<file path="src/rtl/atm_ledger_arbiter.sv">
// Round-robin arbiter + RMW sequencer sharing one ledger RAM.
// Optional macro ATM_WITHDRAW_LIMIT_EN caps debits at MAX_WD.
module atm_ledger_arbiter #(
  parameter int N_REQ  = 2,
  parameter int ADDR_W = 4,
  parameter int BAL_W  = 16,
  parameter int MAX_WD = 10000
) (
  input  logic                      clk,
  input  logic                      rst_n,
  input  logic [N_REQ-1:0]          req,
  input  logic [2*N_REQ-1:0]        req_op,
  input  logic [ADDR_W*N_REQ-1:0]   req_src,
  input  logic [ADDR_W*N_REQ-1:0]   req_dst,
  input  logic [BAL_W*N_REQ-1:0]    req_amt,
  output logic [N_REQ-1:0]          gnt,
  output logic                      done,
  output logic [$clog2(N_REQ)-1:0]  done_id,
  output logic [BAL_W-1:0]          rsp_balance,
  output logic                      rsp_error,
  output logic                      busy,
  output logic [ADDR_W-1:0]         mem_addr,
  output logic                      mem_rd_en,
  input  logic [BAL_W-1:0]          mem_rdata,
  output logic                      mem_wr_en,
  output logic [BAL_W-1:0]          mem_wdata
);

  localparam int IDW = $clog2(N_REQ);
  localparam logic [1:0] OP_QRY = 2'd0;
  localparam logic [1:0] OP_WD  = 2'd1;
  localparam logic [1:0] OP_DEP = 2'd2;
  localparam logic [1:0] OP_XFR = 2'd3;
  localparam logic [BAL_W:0] MAXW = (BAL_W+1)'(MAX_WD);
`ifdef ATM_WITHDRAW_LIMIT_EN
  localparam bit LIM_EN = 1'b1;
`else
  localparam bit LIM_EN = 1'b0;
`endif

  typedef enum logic [2:0] {
    IDLE, RD_SRC, CHK_SRC, RD_DST,
    CHK_DST, WR_SRC, WR_DST, DONE
  } state_t;

  state_t             state_q, state_d;
  logic [IDW-1:0]     ptr_q;
  logic               live_q;
  logic [IDW-1:0]     own_q;
  logic [1:0]         op_q;
  logic [ADDR_W-1:0]  src_q, dst_q;
  logic [BAL_W-1:0]   amt_q;
  logic [BAL_W-1:0]   sbal_q, snew_q, dnew_q;
  logic               err_q;

  logic               hit, take;
  logic [IDW-1:0]     win;
  int                 idx;
  logic [BAL_W:0]     sum_s;
  logic [BAL_W-1:0]   dif_s;
  logic               short_s, lim_s, src_err, dst_err;

  // rotating priority scan starting at the RR pointer
  always_comb begin
    hit = 1'b0;
    win = '0;
    idx = 0;
    for (int k = 0; k < N_REQ; k++) begin
      idx = int'(ptr_q) + k;
      if (idx >= N_REQ) idx = idx - N_REQ;
      if (!hit && req[idx]) begin
        hit = 1'b1;
        win = IDW'(idx);
      end
    end
  end

  assign take = (state_q == IDLE) && live_q && hit;

  // one-hot accept pulse for the winner
  always_comb begin
    gnt = '0;
    if (take) gnt[win] = 1'b1;
  end

  // funds and overflow checks against the word just read
  always_comb begin
    sum_s   = {1'b0, mem_rdata} + {1'b0, amt_q};
    dif_s   = mem_rdata - amt_q;
    short_s = amt_q > mem_rdata;
    lim_s   = LIM_EN && ({1'b0, amt_q} > MAXW);
    dst_err = sum_s[BAL_W];
    src_err = 1'b0;
    unique case (1'b1)
      op_q == OP_WD:  src_err = short_s | lim_s;
      op_q == OP_DEP: src_err = sum_s[BAL_W];
      op_q == OP_XFR: src_err = (src_q == dst_q) | short_s | lim_s;
      default:        src_err = 1'b0;
    endcase
  end

  // state register
  always_ff @(posedge clk or negedge rst_n) begin
    if (!rst_n) state_q <= IDLE;
    else        state_q <= state_d;
  end

  // next-state sequencing of the RMW flow
  always_comb begin
    state_d = state_q;
    case (state_q)
      IDLE:    if (take) state_d = RD_SRC;
      RD_SRC:  state_d = CHK_SRC;
      CHK_SRC: begin
        if (op_q == OP_QRY || src_err) state_d = DONE;
        else if (op_q == OP_XFR)       state_d = RD_DST;
        else                           state_d = WR_SRC;
      end
      RD_DST:  state_d = CHK_DST;
      CHK_DST: state_d = dst_err ? DONE : WR_SRC;
      WR_SRC:  state_d = (op_q == OP_XFR) ? WR_DST : DONE;
      WR_DST:  state_d = DONE;
      DONE:    state_d = IDLE;
      default: state_d = IDLE;
    endcase
  end

  // grant bookkeeping, request latch and balance registers
  always_ff @(posedge clk or negedge rst_n) begin
    if (!rst_n) begin
      ptr_q  <= '0;
      live_q <= 1'b0;
      own_q  <= '0;
      op_q   <= '0;
      src_q  <= '0;
      dst_q  <= '0;
      amt_q  <= '0;
      sbal_q <= '0;
      snew_q <= '0;
      dnew_q <= '0;
      err_q  <= 1'b0;
    end else begin
      live_q <= 1'b1;
      if (take) begin
        ptr_q <= (win == IDW'(N_REQ-1)) ? '0 : win + IDW'(1);
        own_q <= win;
        op_q  <= req_op[2*win +: 2];
        src_q <= req_src[ADDR_W*win +: ADDR_W];
        dst_q <= req_dst[ADDR_W*win +: ADDR_W];
        amt_q <= req_amt[BAL_W*win +: BAL_W];
        err_q <= 1'b0;
      end
      if (state_q == CHK_SRC) begin
        sbal_q <= mem_rdata;
        snew_q <= (op_q == OP_DEP) ? sum_s[BAL_W-1:0] : dif_s;
        err_q  <= src_err;
      end
      if (state_q == CHK_DST) begin
        dnew_q <= sum_s[BAL_W-1:0];
        err_q  <= dst_err;
      end
    end
  end

  // outputs decoded from state so reset clears them at once
  always_comb begin
    done        = (state_q == DONE);
    busy        = (state_q != IDLE);
    done_id     = done ? own_q : '0;
    rsp_error   = done & err_q;
    rsp_balance = '0;
    if (done)
      rsp_balance = (err_q || op_q == OP_QRY) ? sbal_q : snew_q;
    mem_rd_en   = (state_q == RD_SRC) || (state_q == RD_DST);
    mem_wr_en   = (state_q == WR_SRC) || (state_q == WR_DST);
    mem_addr    = '0;
    mem_wdata   = '0;
    unique case (1'b1)
      state_q == RD_SRC: mem_addr = src_q;
      state_q == RD_DST: mem_addr = dst_q;
      state_q == WR_SRC: begin
        mem_addr  = src_q;
        mem_wdata = snew_q;
      end
      state_q == WR_DST: begin
        mem_addr  = dst_q;
        mem_wdata = dnew_q;
      end
      default: ;
    endcase
  end

endmodule
</file>
<file path="config.mk">
export PLATFORM = sky130hd
export DESIGN_NAME = atm_ledger_arbiter
export DESIGN_NICKNAME = d
export VERILOG_FILES = /design/src/rtl/atm_ledger_arbiter.sv
export SDC_FILE = /design/constraint.sdc
export NUM_CORES = 1
export LEC_CHECK = 0
export CORE_AREA = 5 5 124 149
export DETAILED_ROUTE_END_ITERATION = 10
export DIE_AREA = 0 0 129 154
export PLACE_DENSITY = 0.64
export SLEW_MARGIN = 20
export SYNTH_ARGS = -nofsm -noshare
export SYNTH_HDL_FRONTEND = slang
export SYNTH_SLANG_ARGS = --single-unit
export TNS_END_PERCENT = 1
</file>
<file path="constraint.sdc">
create_clock -name clk -period 3.41 [get_ports clk]
set_clock_uncertainty 0.2 [all_clocks]
set_input_delay 0.341 -clock clk [delete_from_list [all_inputs] [get_ports clk]]
set_output_delay 0.341 -clock clk [all_outputs]
set_load 0.01 [all_outputs]
</file>
# Yosys cells after proc, flatten, opt, wreduce, memory -nomap -nowiden
# Index checks and enable logic that the tools add are counted.
[totals]
reg_bits = 81
latch_bits = 0
ramBits = 0
rom_bits = 0
wordCells = 90
mem_count = 0
[op_classes]
addsub = 6
multipliers = 0
div_mod_pow = 0
order_cmp = 7
n_eq_ne = 12
shift = 4
muxes = 32
bitwise = 2
n_reduce_logical = 15
[ops]
columns = ["cell", "count"]
rows = [
  ["32-bit by 3-bit less-than comparator with 1-bit output (second input constant)", 2],
  ["32-bit 2-to-1 mux", 2],
  ["16-bit 2-to-1 mux", 3],
  ["16-bit case mux with 2 select lines", 1],
  ["32-bit by 6-bit variable part select with 16-bit output", 1],
  ["3-bit case mux with 8 select lines", 1],
  ["16-bit by 16-bit adder with 17-bit output", 1],
  ["1-bit 2-to-1 mux", 17],
  ["16-bit > comparator", 1],
  ["8-bit by 4-bit variable part select with 4-bit output", 2],
  ["16-bit subtractor", 1],
  ["3-bit equality test (second input constant)", 4],
  ["3-bit 2-to-1 mux", 3],
  ["4-bit case mux with 2 select lines", 1],
  ["3-bit by 2-bit equality test with 1-bit output (second input constant)", 2],
  ["3-bit nonzero test", 2],
  ["2-bit equality test (second input constant)", 2],
  ["4-bit equality test", 1],
  ["1-bit logical AND", 4],
  ["1-bit logical OR", 4],
  ["2-bit 2-to-1 mux", 2],
  ["2-bit OR reduction", 2],
  ["4-bit by 3-bit variable part select with 2-bit output", 1],
  ["3-bit by 1-bit equality test with 1-bit output (second input constant)", 1],
  ["other kinds (17)", 17],
]

# Logic depth before layout (Yosys ltp)
# Gate-level depths: netlist of the first run.
[logic_depth]
depth_word = 14
mapped_depth = 10
ltp_nobuf = 10

# Least setup slack after synthesis of the first run
# Ideal clock, no wire load.
[synth_timing]
kind = "register to register"
from = "register amt_q[6]"
to = "register snew_q[13]"
setup_ns = 0.131
arrival_time_ns = 2.294
required_ns = 3.079
path_slack_ns = 0.785
stages_incl_launch_ff = 11
n_path_buf = 1
cell_sequence = "dfrtp_1 inv_1 ha_1 buf_2 a21o_1 a21o_1 a22o_1 a2111oi_0 a211oi_1 mux2i_1 or3_1"
[synth_via]
elab_chain_len = 2
elab_cells_between_ends = 3
cone_classes = "2 x add/sub; 1 x mux"
[synth_rtl]
columns = ["element", "line_no", "text"]
rows = [
  ["start, declared", "52", "logic [BAL_W-1:0] amt_q;"],
  ["start signal, assigned", "150", "amt_q <= req_amt[BAL_W*win +: BAL_W];"],
  ["16-bit subtractor / 16-bit by 16-bit adder with 17-bit output (equally long branches)", "89, 88", ""],
  ["16-bit 2-to-1 mux (*)", "155", "snew_q <= (op_q == OP_DEP) ? sum_s[BAL_W-1:0] : dif_s;"],
  ["end signal, assigned", "155", ""],
  ["end, declared", "53", "logic [BAL_W-1:0] sbal_q, snew_q, dnew_q;"],
]
# Every way passes the cells marked *; elsewhere a longest branch is shown, timed or not.
# A chain may end at the register's enable or synchronous reset.

# Final worst setup path of the first run
[layout_timing]
from = "register state_q[2]"
to = "output rsp_balance[15]"
[layout_via]
elab_chain_len = 2
[layout_rtl]
columns = ["element", "line_no", "text"]
rows = [
  ["start, declared", "46", "state_t state_q, state_d;"],
  ["start signal, assigned", "105", "else state_q <= state_d;"],
  ["3-bit equality test", "167", "done = (state_q == DONE);"],
  ["16-bit 2-to-1 mux", "172", "if (done)"],
  ["end, declared", "19", "output logic [BAL_W-1:0] rsp_balance,"],
]
# Every way passes these cells.

==> impl_results.md, run 1 <==
* Status: completed
* H-tree lvl count at 3
* Inst Count DP at 1010
* Vias at 5206
* MaxCap Viol Count at 0
* Startpoint types: flip-flop
* Fill cell count at 1728
* WL/cell at 16.0 um
* Area of the multi-input gates at 3360 um^2
* Fmax at 329 MHz
* Synth Area in Compound Gates at 0.233
* Placed cell areas at 7180 um^2
* Pin count of the biggest net entering global routing at 82
* Post-synth net total at 800
* Cts repair resizes at 0
* Overall power at 0.00719 W
* Tcrit/Tclk final at 0.890
* Post-synth ARST share at 1.00
* CP cell instances: nand3_1 -> buf_4 -> a21oi_1 -> clkdlybuf4s50_1
* Fin crit period at 3040 ps
* Maximum root-to-sink buffer count at 2
* CP top delay family: buffers and inverters
* HP Class: flip-flop to flip-flop
* Total congestion overflow at 0
* DP Wirelength at 12500 um
* DR iter-0 viols at 429
* Insertion delay to the later sink of the worst-skew pair at 340 ps
* Type of the worst setup path: flip-flop to primary output
* Synthesized area at 5770 um^2
* Placer Congestion at 0.919
* Port bufs at 115
* Adder-Cell Fraction of Synth Area at 0.0763
* First-pass GRT wire length at 26600 um
* Global Route Usage Sum at 0.167
* # diodes at 0
* XOR/XNOR Fraction of Synth Area at 0.0440
* Initial core utilization at 0.344
* Core Region at 16800 um^2
* Crit end category: primary output
* Post-CTS Setup Bufs at 0
* Share of layout cells above drive strength 1 at 0.0801
* Seq/Total Area, Yosys at 0.351
* DRC errors left at 0
* Worst EP required at 2870 ps
* Vias in the first global route at 5107
* Die ar. at 19900 um^2
* CTS tree: yes
* Area Growth Syn to Fin at 30.0%
* Relative slew slack at 0.423
* Count of cell types in the netlist at 68
* Hold Fails Final Rpt at 0
* Core Rows at 52
* Final std cell area, no fill at 7500 um^2
* Yosys top cell by area: dfrtp_1
* Dominant cells by area after synthesis: dfrtp_1, nand2_1, ha_1
* Top cell type's share of synthesized area at 0.351
* CP peak stage delay at 600 ps
* Worst VDD drop at 0.000340 V
* Final std cells w/o fill at 1027
* # nets final at 912
* Actual slew at the worst max-slew pin at 864 ps
* Most numerous cell in the Yosys netlist: nand2_1
* Synth Flop Type: dfrtp_1
* Antenna Nets Post-Route at 0
* WP buf/inv at 2
* Gate Count Post-Synth at 694
* Die Ht at 154 um
* Crit-path max FO at 14
* Most common library cells after synthesis: nand2_1, dfrtp_1, a21oi_1, nor2_1, o21ai_0
* Clk slew on worst S/H paths at 60 ps
* Syn Area/Cell at 8.31 um^2
* Root buf cell: clkbuf_16
* Vias per cell at 5.07
* Synth Register Bits at 81
* DR pass1 iterations at 5
* Total CTS buffers at 9
* Post-synth EDFFs at 0
* Total negative setup slack at 0 ps
* Clock tree sinks at 81
* Chip width at 129 um
* Power Density at 959 nW/um^2
* Simple logic cell fraction of the synthesized area at 0.173
* Leakage at 3.36 nW
* Boundary pin count at 116
* Sequential cell area at 2030 um^2
* Multiplexer share of the synthesized area at 0.0523
* RSZ-0062 raised after global routing: false
* Setup violators final at 0
* Final Slew Violations at 0
* Initial antenna violation count at 0
* Total Wirelength at 16400 um
* Largest family of logic cells by synthesized area: compound AO/OA/AOI/OAI gates
* Yosys warnings at 0
* Slowest CP cell: dfrtp_1
* CP arrival at 2500 ps
-- worst min-delay path: stages, from the launching register on --
cell and delay, ps:
dfrtp_1 340, nand2_1 50, nand2_1 50
-- layout make-up --
cell class	instances	area share
inverter	36	0.0180
tap	216	0.0360
sequential	81	0.270
timing repair buffer	147	0.186
clock buffer	14	0.0365
multi-input combinational	531	0.448
clock inverter	2	0.00467
-- sequential cells by signal, indices dropped and copies added (netlist names) --
register and count:
own_q 1, live_q 1, state_q 3, src_q 4, err_q 1, dnew_q 16, ptr_q 1, sbal_q 16
dst_q 4, op_q 2, amt_q 16, snew_q 16
-- per-layer routing --
metal,global-route usage,share of wire,vias to the layer above
met5,0,0,-
met4,0.0490,0.017,0
met3,0.0326,0.061,19
met2,0.267,0.46,146
met1,0.228,0.47,2414
li1,-,-,2627
-- power breakdown --
group	switching, W	internal, W
Combinational	0.00237	0.00196
Sequential	0.000408	0.00145
Clock	0.000378	0.000627
Total	0.00316	0.00403
-- per-stage QoR --
stage               hold slack [ps]   util  setup WS, ps
floorplan                      -155      -           785
global placement                252  0.428          76.8
detailed placement              262  0.428          51.5
CTS                            32.1  0.446           393
global route                    291  0.447           171
finish                          273  0.447           373
-- placed cells by master, fill, tap and decap left out, types with 3 or more instances in the layout --
cell type	synthesis	layout
xnor2_1	20	20
clkbuf_16	0	9
a32o_1	4	4
o21a_1	6	6
ha_1	32	32
nand3_1	8	8
a31oi_1	4	4
clkbuf_8	5	3
xor2_1	9	9
dfrtp_1	81	81
a22o_1	17	17
o21ai_0	50	49
or3_1	6	6
mux2i_1	29	29
buf_4	3	31
a21oi_1	70	70
o31a_1	3	3
o31ai_1	3	3
o22ai_1	3	3
a211oi_1	3	3
o41ai_1	3	3
inv_1	36	36
nand2_1	129	129
nor2_1	53	52
nor2b_1	6	6
o211ai_1	4	4
and2b_2	3	3
o21bai_1	4	4
nor3_1	5	5
and2_1	5	5
clkdlybuf4s50_1	0	114
a2111oi_0	3	3
a21o_1	5	5
or2_2	3	3
-- worst paths after layout --
| check | start | endpoint | slack, ps | cells past startpoint |
|---|---|---|---|---|
| setup reg to reg | amt_q[0] | err_q | 410 | 9 |
| hold / removal | sbal_q[10] | sbal_q[10] | 270 | 2 |
| setup / recovery | state_q[2] | rsp_balance[15] | 370 | 4 |
| min in group asynchronous | rst_n | live_q | 410 | 2 |
| hold reg to reg | sbal_q[10] | sbal_q[10] | 270 | 2 |
| max in group asynchronous | rst_n | sbal_q[9] | 2070 | 2 |
-- kinds of logic (layout without fill, tap and decap cells) --
family,Yosys count,in the layout
and+or+nand+nor,231,231
adders and majority gates,34,34
AOI/OAI and AO/OA,206,206
DFF,81,81
xor gates and xnor gates,29,29
muxes,30,30
other,1,1
buffers and inverters,82,199
-- what timing repair did --
action | in CTS | in global routing
hold endpoints to repair | 0 | 81
setup endpoints to repair | 0 | 0
hold buffers | 0 | 1
Note: power is estimated with default switching activity, not from simulation.
==> run 2: changes to the inputs <==
--- a/config.mk
+++ b/config.mk
@@ -5,11 +5,10 @@
 export SDC_FILE = /design/constraint.sdc
 export NUM_CORES = 1
 export LEC_CHECK = 0
-export CORE_AREA = 5 5 124 149
+export CORE_AREA = 2 2 121 146
 export DETAILED_ROUTE_END_ITERATION = 10
-export DIE_AREA = 0 0 129 154
+export DIE_AREA = 0 0 123 148
 export PLACE_DENSITY = 0.64
-export SLEW_MARGIN = 20
 export SYNTH_ARGS = -nofsm -noshare
 export SYNTH_HDL_FRONTEND = slang
 export SYNTH_SLANG_ARGS = --single-unit
==> run 2 against run 1 <==
  * The flow now finishes with violations (hold timing)
  * Cell count is 0.39% lower
  * Clock power about the same
  * Sequential power barely moved
  * Count of clock-buffer cells in the layout did not move
  * Largest cell class unchanged
  * Final area decreased by 0.48%
  * Worst setup slack got worse by 18 ps
  * Sequential cell count stayed put
  * Global-route usage rose by 2.0 points
  * Register-to-register slack better by 50 ps
==> impl_results.md, run 2 (synthesized netlist as in run 1, its figures left out) <==
* # nets final at 908 (-0.44%)
* Logic pwr share at 0.596 (-0.006)
* Sw Pwr at 0.00318 W (+0.77%)
* DP Wirelength at 12300 um (-1.8%)
* Crit-path max FO at 15 (+1)
* Met2 Use GR at 0.292 (+0.0252)
* Clock tree sinks at 81 (unchanged)
* Clk slew on worst S/H paths at 60 ps (about the same)
* Initial antenna violation count at 0 (unchanged)
* Cts repair resizes at 0 (unchanged)
* Worst VDD drop at 0.000408 V (+20%)
* Vias at 5232 (+0.50%)
* Total congestion overflow at 0 (unchanged)
* Post-CTS Setup Bufs at 0 (unchanged)
* Vias per cell at 5.11 (+0.89%)
* Hold Buf Count CTS at 0 (unchanged)
* Maximum root-to-sink buffer count at 2 (unchanged)
* WP buf/inv at 1 (-1)
* CP cell instances: or3_1 -> or2_2 -> nor2_1 -> clkdlybuf4s50_1
* Inst Count DP at 1007 (-0.30%)
* Slowest CP cell: clkdlybuf4s50_1
* Port bufs at 115 (unchanged)
* Total Wirelength at 16600 um (+0.92%)
* H-tree lvl count at 3 (unchanged)
* WL/cell at 16.2 um (+1.3%)
* Core Region at 16800 um^2 (unchanged)
* Final Slew Violations at 0 (unchanged)
* Fin crit period at 3050 ps (+18.3 ps)
* Boundary pin count at 116 (unchanged)
* Busiest layer in global routing: met2
* Placer Congestion at 0.938 (+2.1%)
* Startpoint types: flip-flop
* Share of layout cells above drive strength 1 at 0.0768 (-0.00332)
* DR pass1 iterations at 5 (unchanged)
* Vias in the first global route at 4922 (-3.6%)
* Commonest cells after routing, fill and taps aside: nand2_1, clkdlybuf4s50_1, dfrtp_1
* Tcrit/Tclk final at 0.896 (+0.00536)
* Hold Fails Final Rpt at 16 (+16)
* Total CTS buffers at 9 (unchanged)
* Root buf cell: clkbuf_16
* Pin count of the biggest net entering global routing at 82 (unchanged)
* DR iter-0 viols at 393 (-8.4%)
* CP arrival at 2510 ps (about the same)
* Total negative setup slack at 0 ps (unchanged)
* CP peak stage delay at 570 ps (-30 ps)
* Chip width at 123 um (-4.7%)
* CTS tree: yes
* CP top delay family: simple AND/OR/NAND/NOR gates
* DRC errors left at 0 (unchanged)
* Most common cell after layout, fill and taps aside: nand2_1
* Register share of total power at 0.263 (+0.005)
* Relative slew slack at 0.298 (-0.125)
* First-pass GRT wire length at 26500 um (-0.49%)
* Antenna Nets Post-Route at 0 (unchanged)
* Internal power at 0.00400 W (-0.90%)
* Failing checks: hold timing
* Worst hold slack at -10.2 ps (-283 ps)
* Post-layout util at 0.445 (-0.00216)
* Final std cells w/o fill at 1023 (-0.39%)
* Setup violators final at 0 (unchanged)
* Die Ht at 148 um (-3.9%)
* Actual slew at the worst max-slew pin at 1050 ps (+190 ps)
* Leakage at 3.34 nW (-0.59%)
* Crit end category: primary output
* Power Density at 962 nW/um^2 (+0.32%)
* Initial core utilization at 0.344 (unchanged)
* Global Route Usage Sum at 0.186 (+0.0197)
* RSZ-0062 raised after global routing: false
* GR Util met3 at 0.0297 (-0.00291)
* Core Rows at 52 (unchanged)
* Met1 usage at 0.266 (+0.0382)
* Net Sw Frac at 0.443 (+0.00411)
* Clock power share at 0.141 (about the same)
* Die ar. at 18200 um^2 (-8.4%)
* Insertion delay to the later sink of the worst-skew pair at 340 ps (about the same)
* MaxCap Viol Count at 0 (unchanged)
* Type of the worst setup path: flip-flop to primary output
* Fmax at 327 MHz (-0.60%)
* # diodes at 0 (unchanged)
* Fill cell count at 1733 (+0.29%)
* Area Growth Syn to Fin at 29.4%
* HP Class: input port to async pin
* Status: complete, but fails checks
* Worst EP required at 2870 ps (about the same)
## run 2: changes by cell type in the layout (fill, tap and decap cells not counted)
cell,change
buf_4,-2
buf_6,-1
dlygate4sd3_1,-1
## run 2: cell type report
class                           count  area [um^2]  share of cell area
Tap cell                          216          270              0.0362
Sequential cell                    81         2030               0.272
Inverter                           36          135              0.0181
Clock inverter                      2         35.0             0.00469
Multi-Input combinational cell    531         3360               0.451
Clock buffer                       14          274              0.0367
Timing Repair Buffer              143         1360               0.182
## run 2: layer usage
metal / part of all wire / routed length, um / vias up
met5: 0 / 0 / -
met4: 0.014 / 228 / 0
met3: 0.061 / 1010 / 17
met2: 0.46 / 7660 / 158
met1: 0.46 / 7680 / 2440
li1: - / - / 2617
## run 2: power by group through the flow
stage               Sequential [W]  Combinational [W]  Clock [W]
global route               0.00197            0.00476    0.00107
finish                     0.00189            0.00428    0.00101
floorplan                  0.00171            0.00302          0
global placement           0.00189            0.00426          0
CTS                        0.00189            0.00430    0.00103
detailed placement         0.00191            0.00427          0
## run 2: path summary, 6_finish.rpt
kind | startpoint | to | slack, ps | cells past startpoint
max | state_q[1] | gnt[1] | 360 | 4
min | rst_n | own_q | -10 | 1
max reg2reg | amt_q[7] | snew_q[14] | 460 | 10
min reg2reg | own_q | own_q | 270 | 1
max in group asynchronous | rst_n | snew_q[13] | 2340 | 1
min in group clk | own_q | own_q | 270 | 1
## run 2: metrics by stage
stage               worst slack, ps  power [W]  cell area (um^2)
detailed placement              122    0.00618              7150
floorplan                       785    0.00473              5770
finish                          355    0.00718              7460
global placement                150    0.00615              7150
CTS                             351    0.00722              7460
global route                    234    0.00780              7460
